==> src/rtl/regfile_wb_pkg.sv <==
// Shared definitions for the register-file writeback arbiter.
//   - Grant encoding used by the arbiter to select the write-port source.
//   - Default widths and the {addr,data} writeback entry layout for the
//     default configuration.
package regfile_wb_pkg;

    typedef logic [1:0] gnt_t;

    localparam gnt_t GNT_NONE = 2'd0;
    localparam gnt_t GNT_ALU  = 2'd1;
    localparam gnt_t GNT_LD   = 2'd2;

    localparam int unsigned WB_ADDR_W = 5;
    localparam int unsigned WB_DATA_W = 32;

    typedef struct packed {
        logic [WB_ADDR_W-1:0] addr;
        logic [WB_DATA_W-1:0] data;
    } wb_entry_t;

endpackage

==> src/rtl/wb_sync_fifo.sv <==
// Small synchronous FIFO for buffered load returns.
//   clk_i / rst_ni      : clock, asynchronous active-low reset
//   push_i / wdata_i    : write request and entry (ignored when full)
//   pop_i / rdata_o     : read request and head entry (ignored when empty)
//   count_o             : occupancy, 0..DEPTH
//   full_o / empty_o    : occupancy flags
//   entries_o / valid_o : raw storage and per-slot valid mask for lookups
// No fall-through: an entry written at an edge is visible from the next cycle.
module wb_sync_fifo #(
    parameter int unsigned DEPTH = 4,
    parameter int unsigned WIDTH = 37,
    localparam int unsigned PTR_W = $clog2(DEPTH),
    localparam int unsigned CNT_W = PTR_W + 1
) (
    input  logic                         clk_i,
    input  logic                         rst_ni,
    input  logic                         push_i,
    input  logic [WIDTH-1:0]             wdata_i,
    input  logic                         pop_i,
    output logic [WIDTH-1:0]             rdata_o,
    output logic [CNT_W-1:0]             count_o,
    output logic                         full_o,
    output logic                         empty_o,
    output logic [DEPTH-1:0][WIDTH-1:0]  entries_o,
    output logic [DEPTH-1:0]             valid_o
);

    logic [DEPTH-1:0][WIDTH-1:0] mem_q;
    logic [PTR_W-1:0]            wr_ptr_q, wr_ptr_d;
    logic [PTR_W-1:0]            rd_ptr_q, rd_ptr_d;
    logic [CNT_W-1:0]            count_q, count_d;
    logic                        do_push, do_pop;

    assign full_o    = (count_q == CNT_W'(DEPTH));
    assign empty_o   = (count_q == '0);
    assign do_push   = push_i && !full_o;
    assign do_pop    = pop_i && !empty_o;
    assign count_o   = count_q;
    assign rdata_o   = mem_q[rd_ptr_q];
    assign entries_o = mem_q;

    always_comb begin
        wr_ptr_d = wr_ptr_q;
        rd_ptr_d = rd_ptr_q;
        count_d  = count_q;
        // DEPTH is a power of two, so pointer overflow is the modulo wrap.
        if (do_push) begin
            wr_ptr_d = wr_ptr_q + PTR_W'(1);
        end
        if (do_pop) begin
            rd_ptr_d = rd_ptr_q + PTR_W'(1);
        end
        case ({do_push, do_pop})
            2'b10:   count_d = count_q + CNT_W'(1);
            2'b01:   count_d = count_q - CNT_W'(1);
            default: count_d = count_q;
        endcase
    end

    // Slot i holds a live entry when its distance from the head is below count.
    always_comb begin
        valid_o = '0;
        for (int i = 0; i < DEPTH; i++) begin
            valid_o[i] = {1'b0, PTR_W'(PTR_W'(i) - rd_ptr_q)} < count_q;
        end
    end

    always_ff @(posedge clk_i or negedge rst_ni) begin
        if (!rst_ni) begin
            wr_ptr_q <= '0;
            rd_ptr_q <= '0;
            count_q  <= '0;
        end else begin
            wr_ptr_q <= wr_ptr_d;
            rd_ptr_q <= rd_ptr_d;
            count_q  <= count_d;
        end
    end

    // Storage needs no reset: every read path is qualified by the valid mask.
    always_ff @(posedge clk_i) begin
        if (do_push) begin
            mem_q[wr_ptr_q] <= wdata_i;
        end
    end

endmodule

==> src/rtl/regfile_wb_arbiter.sv <==
// Register-file write-port arbiter between the ALU result path and buffered
// load returns.
//   iClk / iRst_n                 : clock, asynchronous active-low reset
//   iAluValid/oAluReady/Addr/Data : ALU writeback handshake (priority source)
//   iLdValid/oLdReady/Addr/Data   : load-return handshake into the FIFO
//   iAddrRead0/1, oHazard0/1      : RAW lookup against queued loads
//   oEnWrite/oAddrWrite/oDataWrite: registered register-file write port
//   oLdCount                      : load FIFO occupancy
// ALU wins by default; after STARVE_LIMIT consecutive ALU grants while a load
// waits, the head load is forced through and the ALU is held off for a cycle.
module regfile_wb_arbiter
    import regfile_wb_pkg::*;
#(
    parameter int unsigned DATA_WIDTH    = WB_DATA_W,
    parameter int unsigned ADDR_WIDTH    = WB_ADDR_W,
    parameter int unsigned LD_FIFO_DEPTH = 4,
    parameter int unsigned STARVE_LIMIT  = 3,
    localparam int unsigned CNT_W        = $clog2(LD_FIFO_DEPTH) + 1
) (
    input  logic                  iClk,
    input  logic                  iRst_n,
    input  logic                  iAluValid,
    output logic                  oAluReady,
    input  logic [ADDR_WIDTH-1:0] iAluAddr,
    input  logic [DATA_WIDTH-1:0] iAluData,
    input  logic                  iLdValid,
    output logic                  oLdReady,
    input  logic [ADDR_WIDTH-1:0] iLdAddr,
    input  logic [DATA_WIDTH-1:0] iLdData,
    input  logic [ADDR_WIDTH-1:0] iAddrRead0,
    input  logic [ADDR_WIDTH-1:0] iAddrRead1,
    output logic                  oHazard0,
    output logic                  oHazard1,
    output logic                  oEnWrite,
    output logic [ADDR_WIDTH-1:0] oAddrWrite,
    output logic [DATA_WIDTH-1:0] oDataWrite,
    output logic [CNT_W-1:0]      oLdCount
);

    localparam int unsigned STV_W = $clog2(STARVE_LIMIT + 1);
    localparam int unsigned ENT_W = ADDR_WIDTH + DATA_WIDTH;

    typedef struct packed {
        logic [ADDR_WIDTH-1:0] addr;
        logic [DATA_WIDTH-1:0] data;
    } entry_t;

    // Load FIFO
    entry_t                          ld_in;
    entry_t                          ld_head;
    logic [ENT_W-1:0]                fifo_rdata;
    logic [LD_FIFO_DEPTH-1:0][ENT_W-1:0] fifo_entries;
    logic [LD_FIFO_DEPTH-1:0]        fifo_valid;
    logic                            fifo_full, fifo_empty;
    logic                            ld_push, ld_pop;

    // Arbitration
    gnt_t                  gnt;
    logic                  force_ld;
    logic [STV_W-1:0]      starve_q, starve_d;
    logic [ADDR_WIDTH-1:0] sel_addr;
    logic [DATA_WIDTH-1:0] sel_data;

    // Registered write port
    logic                  en_q, en_d;
    logic [ADDR_WIDTH-1:0] addr_q, addr_d;
    logic [DATA_WIDTH-1:0] data_q, data_d;

    // Hazard lookup
    entry_t                hz_entry;
    logic                  hz0, hz1;

    assign ld_in.addr = iLdAddr;
    assign ld_in.data = iLdData;
    assign ld_head    = entry_t'(fifo_rdata);

    // Ready depends only on occupancy: a full FIFO refuses even while popping.
    assign oLdReady = !fifo_full;
    assign ld_push  = iLdValid && oLdReady;
    assign ld_pop   = (gnt == GNT_LD);

    wb_sync_fifo #(
        .DEPTH (LD_FIFO_DEPTH),
        .WIDTH (ENT_W)
    ) u_ld_fifo (
        .clk_i     (iClk),
        .rst_ni    (iRst_n),
        .push_i    (ld_push),
        .wdata_i   (ld_in),
        .pop_i     (ld_pop),
        .rdata_o   (fifo_rdata),
        .count_o   (oLdCount),
        .full_o    (fifo_full),
        .empty_o   (fifo_empty),
        .entries_o (fifo_entries),
        .valid_o   (fifo_valid)
    );

    always_comb begin
        force_ld = (starve_q >= STV_W'(STARVE_LIMIT)) && !fifo_empty;
        gnt      = GNT_NONE;
        if (force_ld) begin
            gnt = GNT_LD;
        end else if (iAluValid) begin
            gnt = GNT_ALU;
        end else if (!fifo_empty) begin
            gnt = GNT_LD;
        end
    end

    // Ready must not look at iAluValid so upstream can present valid freely.
    assign oAluReady = !force_ld;

    always_comb begin
        sel_addr = iAluAddr;
        sel_data = iAluData;
        if (gnt == GNT_LD) begin
            sel_addr = ld_head.addr;
            sel_data = ld_head.data;
        end
    end

    // Counts ALU grants that bypassed a waiting load; saturates at the limit.
    always_comb begin
        starve_d = starve_q;
        if (fifo_empty || (gnt == GNT_LD)) begin
            starve_d = '0;
        end else if ((gnt == GNT_ALU) && (starve_q < STV_W'(STARVE_LIMIT))) begin
            starve_d = starve_q + STV_W'(1);
        end
    end

    // Register 0 is architecturally zero: handshake completes, no write.
    always_comb begin
        en_d   = 1'b0;
        addr_d = addr_q;
        data_d = data_q;
        if (gnt != GNT_NONE) begin
            en_d   = (sel_addr != '0);
            addr_d = sel_addr;
            data_d = sel_data;
        end
    end

    always_ff @(posedge iClk or negedge iRst_n) begin
        if (!iRst_n) begin
            starve_q <= '0;
            en_q     <= 1'b0;
            addr_q   <= '0;
            data_q   <= '0;
        end else begin
            starve_q <= starve_d;
            en_q     <= en_d;
            addr_q   <= addr_d;
            data_q   <= data_d;
        end
    end

    assign oEnWrite   = en_q;
    assign oAddrWrite = addr_q;
    assign oDataWrite = data_q;

    // Only queued entries count; the output stage and a same-cycle push do not.
    always_comb begin
        hz0      = 1'b0;
        hz1      = 1'b0;
        hz_entry = '0;
        for (int i = 0; i < LD_FIFO_DEPTH; i++) begin
            hz_entry = entry_t'(fifo_entries[i]);
            if (fifo_valid[i] && (hz_entry.addr == iAddrRead0)) begin
                hz0 = 1'b1;
            end
            if (fifo_valid[i] && (hz_entry.addr == iAddrRead1)) begin
                hz1 = 1'b1;
            end
        end
    end

    assign oHazard0 = hz0 && (iAddrRead0 != '0);
    assign oHazard1 = hz1 && (iAddrRead1 != '0);

endmodule
==> config.mk <==
export PLATFORM = sky130hd
export DESIGN_NAME = regfile_wb_arbiter
export DESIGN_NICKNAME = d
export VERILOG_FILES = /design/src/rtl/regfile_wb_pkg.sv /design/src/rtl/wb_sync_fifo.sv /design/src/rtl/regfile_wb_arbiter.sv
export SDC_FILE = /design/constraint.sdc
export NUM_CORES = 1
export LEC_CHECK = 0
export BUFFER_PORTS_ARGS = -buffer_cell sky130_fd_sc_hd__buf_2
export CAP_MARGIN = 30
export CORE_MARGIN = 4
export CORE_UTILIZATION = 60
export DETAILED_ROUTE_END_ITERATION = 12
export PLACE_DENSITY_LB_ADDON = 0.05
export SYNTH_ARGS = -nofsm -noshare
export SYNTH_HDL_FRONTEND = slang
export SYNTH_SLANG_ARGS = --single-unit
export TNS_END_PERCENT = 5
==> constraint.sdc <==
create_clock -name iClk -period 3.3 [get_ports iClk]
set_input_delay 0.165 -clock iClk [delete_from_list [all_inputs] [get_ports iClk]]
set_output_delay 0.165 -clock iClk [all_outputs]
set_load 0.02 [all_outputs]
==> summary.md, run 1 <==
| Metric | Value |
|---|---|
| Fill cells | `835` |
| Leakage | `3.96 nW` |
| Placement Setup Slack | `0.904 ns` |
| NetSw | `0.00326 W` |
| Max_cap viols | `0` |
| Asr flop ratio synth | `24.1%` |
| DP Area | `9320 sq um` |
| WL final | `20500 microns` |
| Share of power burned in registers | `40.9%` |
| I/O Pins | `133` |
| Initial antenna violation count | `1` |
| # DRC | `0` |
| Final Max Slew Viols | `0` |
| Htree depth | `4` |
| Slew @ Worst Pin | `0.715 ns` |
| Synthesis Warnings | `0` |
| Area grow syn2layout | `24.5%` |
| Gate power share | `36.6%` |
| Final worst path period share | `85.8%` |
| Post-synthesis sequential area ratio | `66.2%` |
| GR Overflow Total | `0` |
| Post-DP HPWL | `12700 microns` |
| Worst ir drop on vdd | `0.000608 V` |
| Non-filler instance count after layout | `924` |
| Routability Congestion | `0.875` |
| FP Rows | `43` |
| Leading area contributor after synthesis | `edfxtp_1` |
| Synth Area per Inst | `15.7 sq um` |
| Initial DRC Count | `481` |
| Port bufs | `132` |
| Mapped Cells | `540` |
| Num CTS Buffers | `17` |
| Largest net degree at the start of global routing | `39` |
| CP startpoint kind | `flip-flop` |
| ANT nets after route | `0` |
| Vias | `5480` |
| Slew HR | `52.3%` |
| Starting Density | `61.2%` |
| Fin Clk Skew | `0.0112 ns` |
| R2R Setup Slk | `0.89 ns` |
| Post-CTS Setup Bufs | `0` |
| Worst skew pair latency | `0.43 ns` |
| Total Routing Usage GR | `26.6%` |
| EDFF count, synth | `148` |
| TritonRoute pass-1 iters | `5` |
| Main synth FF type | `edfxtp_1` |
| FF/Latch Area | `5620 sq um` |
| Die area | `16100 sq um` |
| Crit Path Max Fanout | `18` |
| #FFs+latches synth | `195` |
| CTS tree | `yes` |
| Avg WL per Cell | `22.2 microns` |
| CTS sink cnt | `195` |
| Footprint of the multi-input gates | `2640 sq um` |
| Reg2reg end | `oDataWrite[25]` |
| Setup CP Type | `flip-flop to output pin` |
| Clock transition at path regs | `0.07 ns` |
| Final instance area | `10600 sq um` |
| First-pass GRT wire length | `32300 microns` |
| CP Capture Point | `oHazard0` |
| Status | `completed` |
| CP Capture Type | `output pin` |
| Clock root buffer | `clkbuf_16` |
| Reg2Reg Depth | `5` |
| Net Count, Synth | `639` |
| Cell Int Power | `0.00586 W` |
| Die Wd | `127 microns` |
| Hold Crit Class | `primary input to flip-flop` |
| Pwr/cell area | `863 nW/um^2` |
| FF-to-FF Start | `u_ld_fifo.count_o[2]` |
| Vias/cell | `5.93` |
| Unrepaired setup endpoints after global routing | `false` |
| Period minus WS final | `2.83 ns` |
| Vias in the first global route | `5939` |
| Setup TNS | `0 ns` |
| Final setup viols | `0` |
| Core area | `13900 sq um` |
| Synth top area cells | `edfxtp_1, dfrtp_1, mux4_2, a22oi_1, xor2_1` |
| Crit. Startpoint | `u_ld_fifo.rd_ptr_q[0]` |
| Unique masters post-synth | `44` |
| Final Hold Vio Count | `0` |
| Final nets | `829` |
| Worst Path Arrival | `2.67 ns` |
| Maximum clock frequency | `353 MHz` |
| Data required time at the worst endpoint | `3.13 ns` |
| Layout cells sized above 1 | `29.6%` |
| Clk buf depth | `2` |
| Synthesized cell area | `8490 sq um` |
| Clk pwr share | `22.5%` |
| DP Cell Count | `825` |
| Setup ws final | `0.470 ns` |
| Die height | `127 microns` |
| Switching Share | `35.7%` |
| Yosys top cell area share | `52.4%` |
==> registers in the layout, indices dropped and copies added (netlist names) <==
signal and count:
oEnWrite 1, oDataWrite 32, u_ld_fifo.count_o 3, starve_q 2, u_ld_fifo.wr_ptr_q 2, u_ld_fifo.rd_ptr_q 2
oAddrWrite 5, u_ld_fifo.entries_o 148
==> synth_stat cells, types with 3 or more instances <==
library cell	count
buf_1	9
a21oi_1	36
xor2_1	24
o31ai_1	4
ha_1	10
buf_2	7
nand4_1	4
clkbuf_1	16
or4_1	3
and3_1	5
buf_4	5
and2_1	33
xnor2_1	23
inv_1	9
nor3_1	4
a31oi_1	4
dfrtp_1	47
edfxtp_1	148
mux4_2	35
nand2_1	13
o22ai_1	4
a22oi_1	32
o2111ai_1	4
o21ai_1	34
==> kinds of logic (layout without fill, tap and decap cells) <==
logic type,Yosys count,after routing,synth area share (%)
muxes,38,38,10.0
buffers and inverters,49,252,2.86
adders and majority gates,11,11,1.71
other,0,1,0
DFF,195,195,66.2
AOI/OAI and AO/OA,128,128,9.30
and+or+nand+nor,72,72,5.04
xor gates and xnor gates,47,47,4.85
==> through the flow <==
step | hold slack, ns | power, W | util [%]
2_1_floorplan | -0.131 | 0.00602 | -
3_3_place_gp | 0.203 | 0.00689 | 67.1
3_5_place_dp | 0.219 | 0.00702 | 67.1
4_1_cts | 0.0000286 | 0.00914 | 76.1
5_1_grt | 0.00617 | 0.00962 | 76.1
6_report | 0.0125 | 0.00912 | 76.1
==> how the worst min path moves through the flow <==
stage                                 end         start  cells after the start
finish                     oDataWrite[24]  iAluData[24]                      3
global placement    u_ld_fifo.wr_ptr_q[0]        iRst_n                      1
detailed placement  u_ld_fifo.wr_ptr_q[0]        iRst_n                      1
floorplan                   oAddrWrite[0]        iRst_n                      0
CTS                        oDataWrite[23]  iAluData[23]                      3
global route               oDataWrite[24]  iAluData[24]                      3
==> worst max-delay path: stages, from the launching register on <==
cell and delay [ns]:
dfrtp_2 0.70, xor2_1 0.24, ha_1 0.27, a21oi_1 0.22
o2111ai_1 0.14, o31ai_1 0.31, o22a_1 0.19, buf_2 0.15
==> power by group through the flow <==
| stage | combinational, W | sequential, W | clock [W] |
|---|---|---|---|
| after floorplan | 0.00213 | 0.00389 | 0 |
| after CTS | 0.00334 | 0.00373 | 0.00207 |
| after detailed placement | 0.00325 | 0.00377 | 0 |
| after global placement | 0.00316 | 0.00373 | 0 |
| final | 0.00334 | 0.00373 | 0.00206 |
| after global routing | 0.00363 | 0.00378 | 0.00220 |
==> metal layers <==
layer / vias to the layer above / track usage [%] / wire length (microns)
li1: 2460 / - / -
met1: 2742 / 35.5 / 8170
met2: 247 / 44.3 / 10500
met3: 31 / 5.18 / 1380
met4: 0 / 9.59 / 423
met5: - / 0 / 0
==> placed cells by master, fill, tap and decap left out, types with 4 or more instances in the layout <==
| cell | netlist | layout |
|---|---|---|
| o21ai_1 | 34 | 34 |
| a31oi_1 | 4 | 4 |
| edfxtp_1 | 148 | 148 |
| o31ai_1 | 4 | 4 |
| dlygate4sd3_1 | 0 | 66 |
| o2111ai_1 | 4 | 4 |
| buf_4 | 5 | 10 |
| clkinv_2 | 0 | 4 |
| a21oi_1 | 36 | 36 |
| nand4_1 | 4 | 4 |
| xor2_1 | 24 | 24 |
| ha_1 | 10 | 9 |
| inv_1 | 9 | 9 |
| nor3_1 | 4 | 4 |
| o22ai_1 | 4 | 4 |
| and3_2 | 0 | 4 |
| mux4_2 | 35 | 35 |
| xnor2_1 | 23 | 23 |
| dfrtp_1 | 47 | 45 |
| a22oi_1 | 32 | 32 |
| clkbuf_16 | 0 | 17 |
| and2_1 | 33 | 33 |
| nand2_1 | 13 | 13 |
| buf_2 | 7 | 132 |
==> repair_timing <==
action | CTS | global route
hold endpoints to repair | 201 | 0
hold buffers | 66 | 0
gates resized for setup | 0 | 0
==> area by class of cell <==
type / count / share of cell area (%)
multi-input cells: 296 / 25.0
clock inverters: 13 / 1.44
repair buffers: 211 / 13.8
flip-flops and latches: 195 / 53.2
inverters: 9 / 0.320
well taps: 180 / 2.13
clock buffers: 19 / 4.10
diodes: 1 / 0.0237
Power figures use the tool's default switching activity.
==> inputs of run 2 (changes only) <==
--- a/config.mk
+++ b/config.mk
@@ -5,11 +5,12 @@
 export SDC_FILE = /design/constraint.sdc
 export NUM_CORES = 1
 export LEC_CHECK = 0
-export BUFFER_PORTS_ARGS = -buffer_cell sky130_fd_sc_hd__buf_2
 export CAP_MARGIN = 30
 export CORE_MARGIN = 4
 export CORE_UTILIZATION = 60
+export CTS_BUF_LIST = sky130_fd_sc_hd__clkbuf_16
 export DETAILED_ROUTE_END_ITERATION = 12
+export DONT_BUFFER_PORTS = 1
 export PLACE_DENSITY_LB_ADDON = 0.05
 export SYNTH_ARGS = -nofsm -noshare
 export SYNTH_HDL_FRONTEND = slang
==> summary.md, run 2 (same netlist as run 1, synthesis figures left out) <==
| Metric | Value |
|---|---|
| Status | `completed` |
| Worst ir drop on vdd | `0.000585 V` |
| WL final | `19300 microns` |
| Port bufs | `0` |
| Layout Utilization | `72.6%` |
| Die area | `16100 sq um` |
| Period minus WS final | `2.83 ns` |
| Most frequent cells in the layout | `edfxtp_1, dlygate4sd3_1, dfrtp_1` |
| CTS sink cnt | `195` |
| Slew HR | `54.2%` |
| Maximum clock frequency | `353 MHz` |
| Vias in the first global route | `5399` |
| Hold Crit Class | `primary input to flip-flop` |
| Max_cap viols | `0` |
| Post-CTS Setup Bufs | `0` |
| Avg WL per Cell | `24.2 microns` |
| Non-filler instance count after layout | `800` |
| Initial DRC Count | `472` |
| CP startpoint kind | `flip-flop` |
| Initial antenna violation count | `0` |
| N_diodes | `0` |
| Worst skew pair latency | `0.43 ns` |
| Die height | `127 microns` |
| Most common cell after layout, fill and taps aside | `edfxtp_1` |
| DP Area | `8670 sq um` |
| Routability Congestion | `0.908` |
| CTS tree | `yes` |
| Setup CP Type | `flip-flop to output pin` |
| Hold Crit Depth | `2` |
| Post-DP HPWL | `12100 microns` |
| First-pass GRT wire length | `30000 microns` |
| Clock root buffer | `clkbuf_16` |
| Clock transition at path regs | `0.07 ns` |
| Final Max Slew Viols | `0` |
| GR Overflow Total | `0` |
| I/O Pins | `133` |
| Final nets | `706` |
| Core area | `13900 sq um` |
| Clk buf depth | `2` |
| CP Capture Type | `output pin` |
| Total Routing Usage GR | `24.7%` |
| ANT nets after route | `0` |
| Final worst path period share | `85.8%` |
| Largest net degree at the start of global routing | `48` |
| # DRC | `0` |
| Area grow syn2layout | `18.7%` |
| Vias/cell | `6.34` |
| Final Hold Vio Count | `0` |
| Die Wd | `127 microns` |
| Htree depth | `4` |
| Leakage | `3.52 nW` |
| Data required time at the worst endpoint | `3.13 ns` |
| Max FFs per register | `148` |
| Starting Density | `61.2%` |
| Num CTS Buffers | `17` |
| Setup TNS | `0 ns` |
| DP Cell Count | `692` |
| TritonRoute pass-1 iters | `5` |
| Unrepaired setup endpoints after global routing | `false` |
| Reg2Reg Depth | `6` |
| Slew @ Worst Pin | `0.687 ns` |
| Worst hold slack | `0.0289 ns` |
| Vias | `5068` |
| FP Rows | `43` |
| Layout cells sized above 1 | `14.2%` |
| Fin Clk Skew | `0.0156 ns` |
| Crit Path Max Fanout | `20` |
| Worst Path Arrival | `2.67 ns` |
| Final setup viols | `0` |
| Pwr/cell area | `886 nW/um^2` |
| Final instance area | `10100 sq um` |
[run 2: metal layers]
| metal | part of all wire [%] | GRT usage (%) | vias to the layer above |
|---|---|---|---|
| met5 | 0 | 0 | - |
| met4 | 1.3 | 7.76 | 0 |
| met3 | 7.1 | 5.52 | 21 |
| met2 | 50 | 40.7 | 229 |
| met1 | 41 | 33.3 | 2599 |
| li1 | - | - | 2219 |
[run 2: final timing paths]
check | start | to | slack (ns)
worst max-delay path | u_ld_fifo.rd_ptr_q[0] | oHazard0 | 0.47
worst max register to register | u_ld_fifo.rd_ptr_q[0] | oDataWrite[11] | 0.55
worst min register to register | starve_q[0] | starve_q[0] | 0.44
min in group asynchronous | iRst_n | oAddrWrite[2] | 0.29
max in group asynchronous | iRst_n | u_ld_fifo.rd_ptr_q[0] | 2.76
worst min-delay path | iAluAddr[0] | oEnWrite | 0.03
[run 2: area by class of cell]
cell class,instances,area (sq um)
clock buffers,17,425
clock inverters,15,189
fillers,875,3800
inverters,9,33.8
multi-input cells,296,2640
flip-flops and latches,195,5620
well taps,180,225
repair buffers,88,941
[run 2: where the power goes]
part	leakage (nW)	internal [W]	switching, W
combinational	1.30	0.00124	0.00149
clock	0.308	0.00127	0.000884
sequential	1.91	0.00331	0.000726
[run 2: through the flow]
stage               power (W)  worst slack [ns]
finish                0.00893             0.468
global route          0.00940             0.229
CTS                   0.00897             0.432
detailed placement    0.00671             0.670
global placement      0.00660             0.747
floorplan             0.00602             0.959
[run 2: worst max-delay path: stages, from the launching register on]
cell	delay (ns)
dfrtp_2	0.82
xor2_1	0.26
inv_1	0.07
ha_1	0.27
a21oi_1	0.19
o2111ai_1	0.13
o31ai_1	0.24
o22a_1	0.28
[run 2: timing repair]
action	4_1_cts	5_1_grt
hold endpoints to repair	233	0
hold buffers	76	0
gates resized for setup	0	0
==> inputs of run 3 (changes only) <==
--- a/config.mk
+++ b/config.mk
@@ -6,8 +6,11 @@
 export NUM_CORES = 1
 export LEC_CHECK = 0
 export CAP_MARGIN = 30
+export CELL_PAD_IN_SITES_DETAIL_PLACEMENT = 1
+export CELL_PAD_IN_SITES_GLOBAL_PLACEMENT = 1
+export CORE_ASPECT_RATIO = 1.1
 export CORE_MARGIN = 4
-export CORE_UTILIZATION = 60
+export CORE_UTILIZATION = 53
 export CTS_BUF_LIST = sky130_fd_sc_hd__clkbuf_16
 export DETAILED_ROUTE_END_ITERATION = 12
 export DONT_BUFFER_PORTS = 1
==> constraint.sdc (replaced) <==
create_clock -name iClk -period 2.75 [get_ports iClk]
set_input_delay 0.1375 -clock iClk [delete_from_list [all_inputs] [get_ports iClk]]
set_output_delay 0.1375 -clock iClk [all_outputs]
set_load 0.02 [all_outputs]
==> summary.md, run 3 (same netlist as run 1, synthesis figures left out) <==
| Metric | Value |
|---|---|
| Most frequent cells in the layout | `edfxtp_1, dlygate4sd3_1, dfrtp_1` |
| CP startpoint kind | `flip-flop` |
| Clk buf depth | `2` |
| Final setup viols | `0` |
| Maximum clock frequency | `388 MHz` |
| Vias in the first global route | `5558` |
| # DRC | `0` |
| Max_cap viols | `0` |
| Total Routing Usage GR | `24.0%` |
| Post-CTS Setup Bufs | `0` |
| Starting Density | `53.9%` |
| Top cell family by delay on the critical path | `compound AO/OA/AOI/OAI gates` |
| Clock transition at path regs | `0.07 ns` |
| Final worst path period share | `93.8%` |
| Max FFs per register | `148` |
| Die Wd | `129 microns` |
| Reg2reg end | `oDataWrite[15]` |
| Fill cells | `1413` |
| Leakage | `3.51 nW` |
| CP Depth | `7` |
| Routability Congestion | `0.915` |
| Initial antenna violation count | `1` |
| Final Hold Vio Count | `0` |
| Worst skew pair latency | `0.43 ns` |
| Slew @ Worst Pin | `0.517 ns` |
| Avg WL per Cell | `25.3 microns` |
| ANT nets after route | `0` |
| Initial DRC Count | `317` |
| Num CTS Buffers | `17` |
| Htree depth | `4` |
| CTS tree | `yes` |
| Crit Path Max Fanout | `10` |
| Most common cell after layout, fill and taps aside | `edfxtp_1` |
| Setup ws final | `0.170 ns` |
| Unrepaired setup endpoints after global routing | `false` |
| Final Max Slew Viols | `0` |
| Largest net degree at the start of global routing | `48` |
| Placement Setup Slack | `0.417 ns` |
| Core area | `15700 sq um` |
| Layout cells sized above 1 | `15.2%` |
| Worst Path Arrival | `2.44 ns` |
| Final nets | `712` |
| Die area | `18100 sq um` |
| Critical path's largest stage delay | `0.57 ns` |
| Slew HR | `65.5%` |
| Post-DP HPWL | `13200 microns` |
| Pwr/cell area | `1050 nW/um^2` |
| Fin Clk Skew | `0.0102 ns` |
| Die height | `141 microns` |
| Vias | `5028` |
| CTS sink cnt | `195` |
| Worst ir drop on vdd | `0.000636 V` |
| Data required time at the worst endpoint | `2.61 ns` |
| Worst hold slack | `0.0214 ns` |
| CP Buf/Inv Count | `1` |
| Vias/cell | `6.08` |
| Cells along the critical path | `xor2_1, inv_1, ha_1, a21oi_1, o2111ai_1, o31ai_1, o22a_1` |
| Hold Crit Class | `primary input to flip-flop` |
| Setup TNS | `0 ns` |
| Period minus WS final | `2.58 ns` |
| FF-to-FF Start | `u_ld_fifo.count_o[0]` |
| Status | `completed` |
| Clock root buffer | `clkbuf_16` |
| FP Rows | `48` |
| Crit. Startpoint | `u_ld_fifo.rd_ptr_q[0]` |
| R2R Setup Slk | `0.23 ns` |
| Slowest-stage cell, CP | `dfrtp_4` |
| First-pass GRT wire length | `32300 microns` |
| I/O Pins | `133` |
| Port bufs | `0` |
| CP Capture Point | `oHazard0` |
| Reg2Reg Depth | `6` |
| GR Overflow Total | `0` |
| WL final | `20900 microns` |
| Area grow syn2layout | `19.0%` |
| TritonRoute pass-1 iters | `4` |
| Setup CP Type | `flip-flop to output pin` |
| CP Capture Type | `output pin` |
==> run 3: cell count changes in the layout (fill, tap and decap cells not counted), moves of 2 or more <==
cell / previous run / this run
buf_12: 6 / 8
buf_4: 7 / 11
bufinv_16: 4 / 0
clkinv_2: 3 / 0
clkinv_4: 1 / 6
==> run 3: layer usage <==
layer / track usage (%) / wire (microns) / vias to the layer above
li1: - / - / 2229
met1: 30.5 / 8270 / 2618
met2: 41.3 / 11200 / 151
met3: 5.04 / 1030 / 30
met4: 7.74 / 433 / 0
met5: 0 / 0 / -
==> run 3: how the worst min path moves through the flow <==
stage	start	end	slack [ns]	depth (start not counted)
2_1_floorplan	iRst_n	oAddrWrite[0]	-0.16	0
3_3_place_gp	iRst_n	u_ld_fifo.count_o[0]	-0.16	0
3_5_place_dp	iRst_n	u_ld_fifo.count_o[0]	-0.16	0
4_1_cts	iAluAddr[0]	oEnWrite	0.001	2
5_1_grt	iAluValid	oAddrWrite[2]	0.03	2
6_report	iAluValid	oAddrWrite[2]	0.02	2
==> run 3: power breakdown <==
part / total, W / internal (W) / switching [W]
combinational: 0.00351 / 0.00156 / 0.00195
sequential: 0.00482 / 0.00398 / 0.000833
clock: 0.00225 / 0.00116 / 0.00109
total: 0.0106 / 0.00670 / 0.00387
==> run 3: layout make-up <==
type	count	area [sq um]	area share (%)
sequential	195	5630	55.7
multi-input combinational	296	2640	26.1
timing repair buffer	94	1010	10.0
clock buffer	17	425	4.21
tap	200	250	2.48
clock inverter	15	111	1.10
inverter	9	33.8	0.334
antenna	1	2.50	0.0248
==> run 3: through the flow <==
step	cells	util [%]	power [W]	instance area, sq um
floorplan	540	-	0.00722	8490
global placement	718	55.7	0.00803	8770
detailed placement	718	55.7	0.00822	8770
CTS	826	64.2	0.0106	10100
global route	827	64.2	0.0112	10100
finish	827	64.2	0.0106	10100
==> run 3: repair_timing <==
item / CTS / global route
hold buffers: 76 / 0
endpoints found under the setup margin: 0 / 1
resized for setup: 0 / 2
endpoints found under the hold margin: 233 / 0
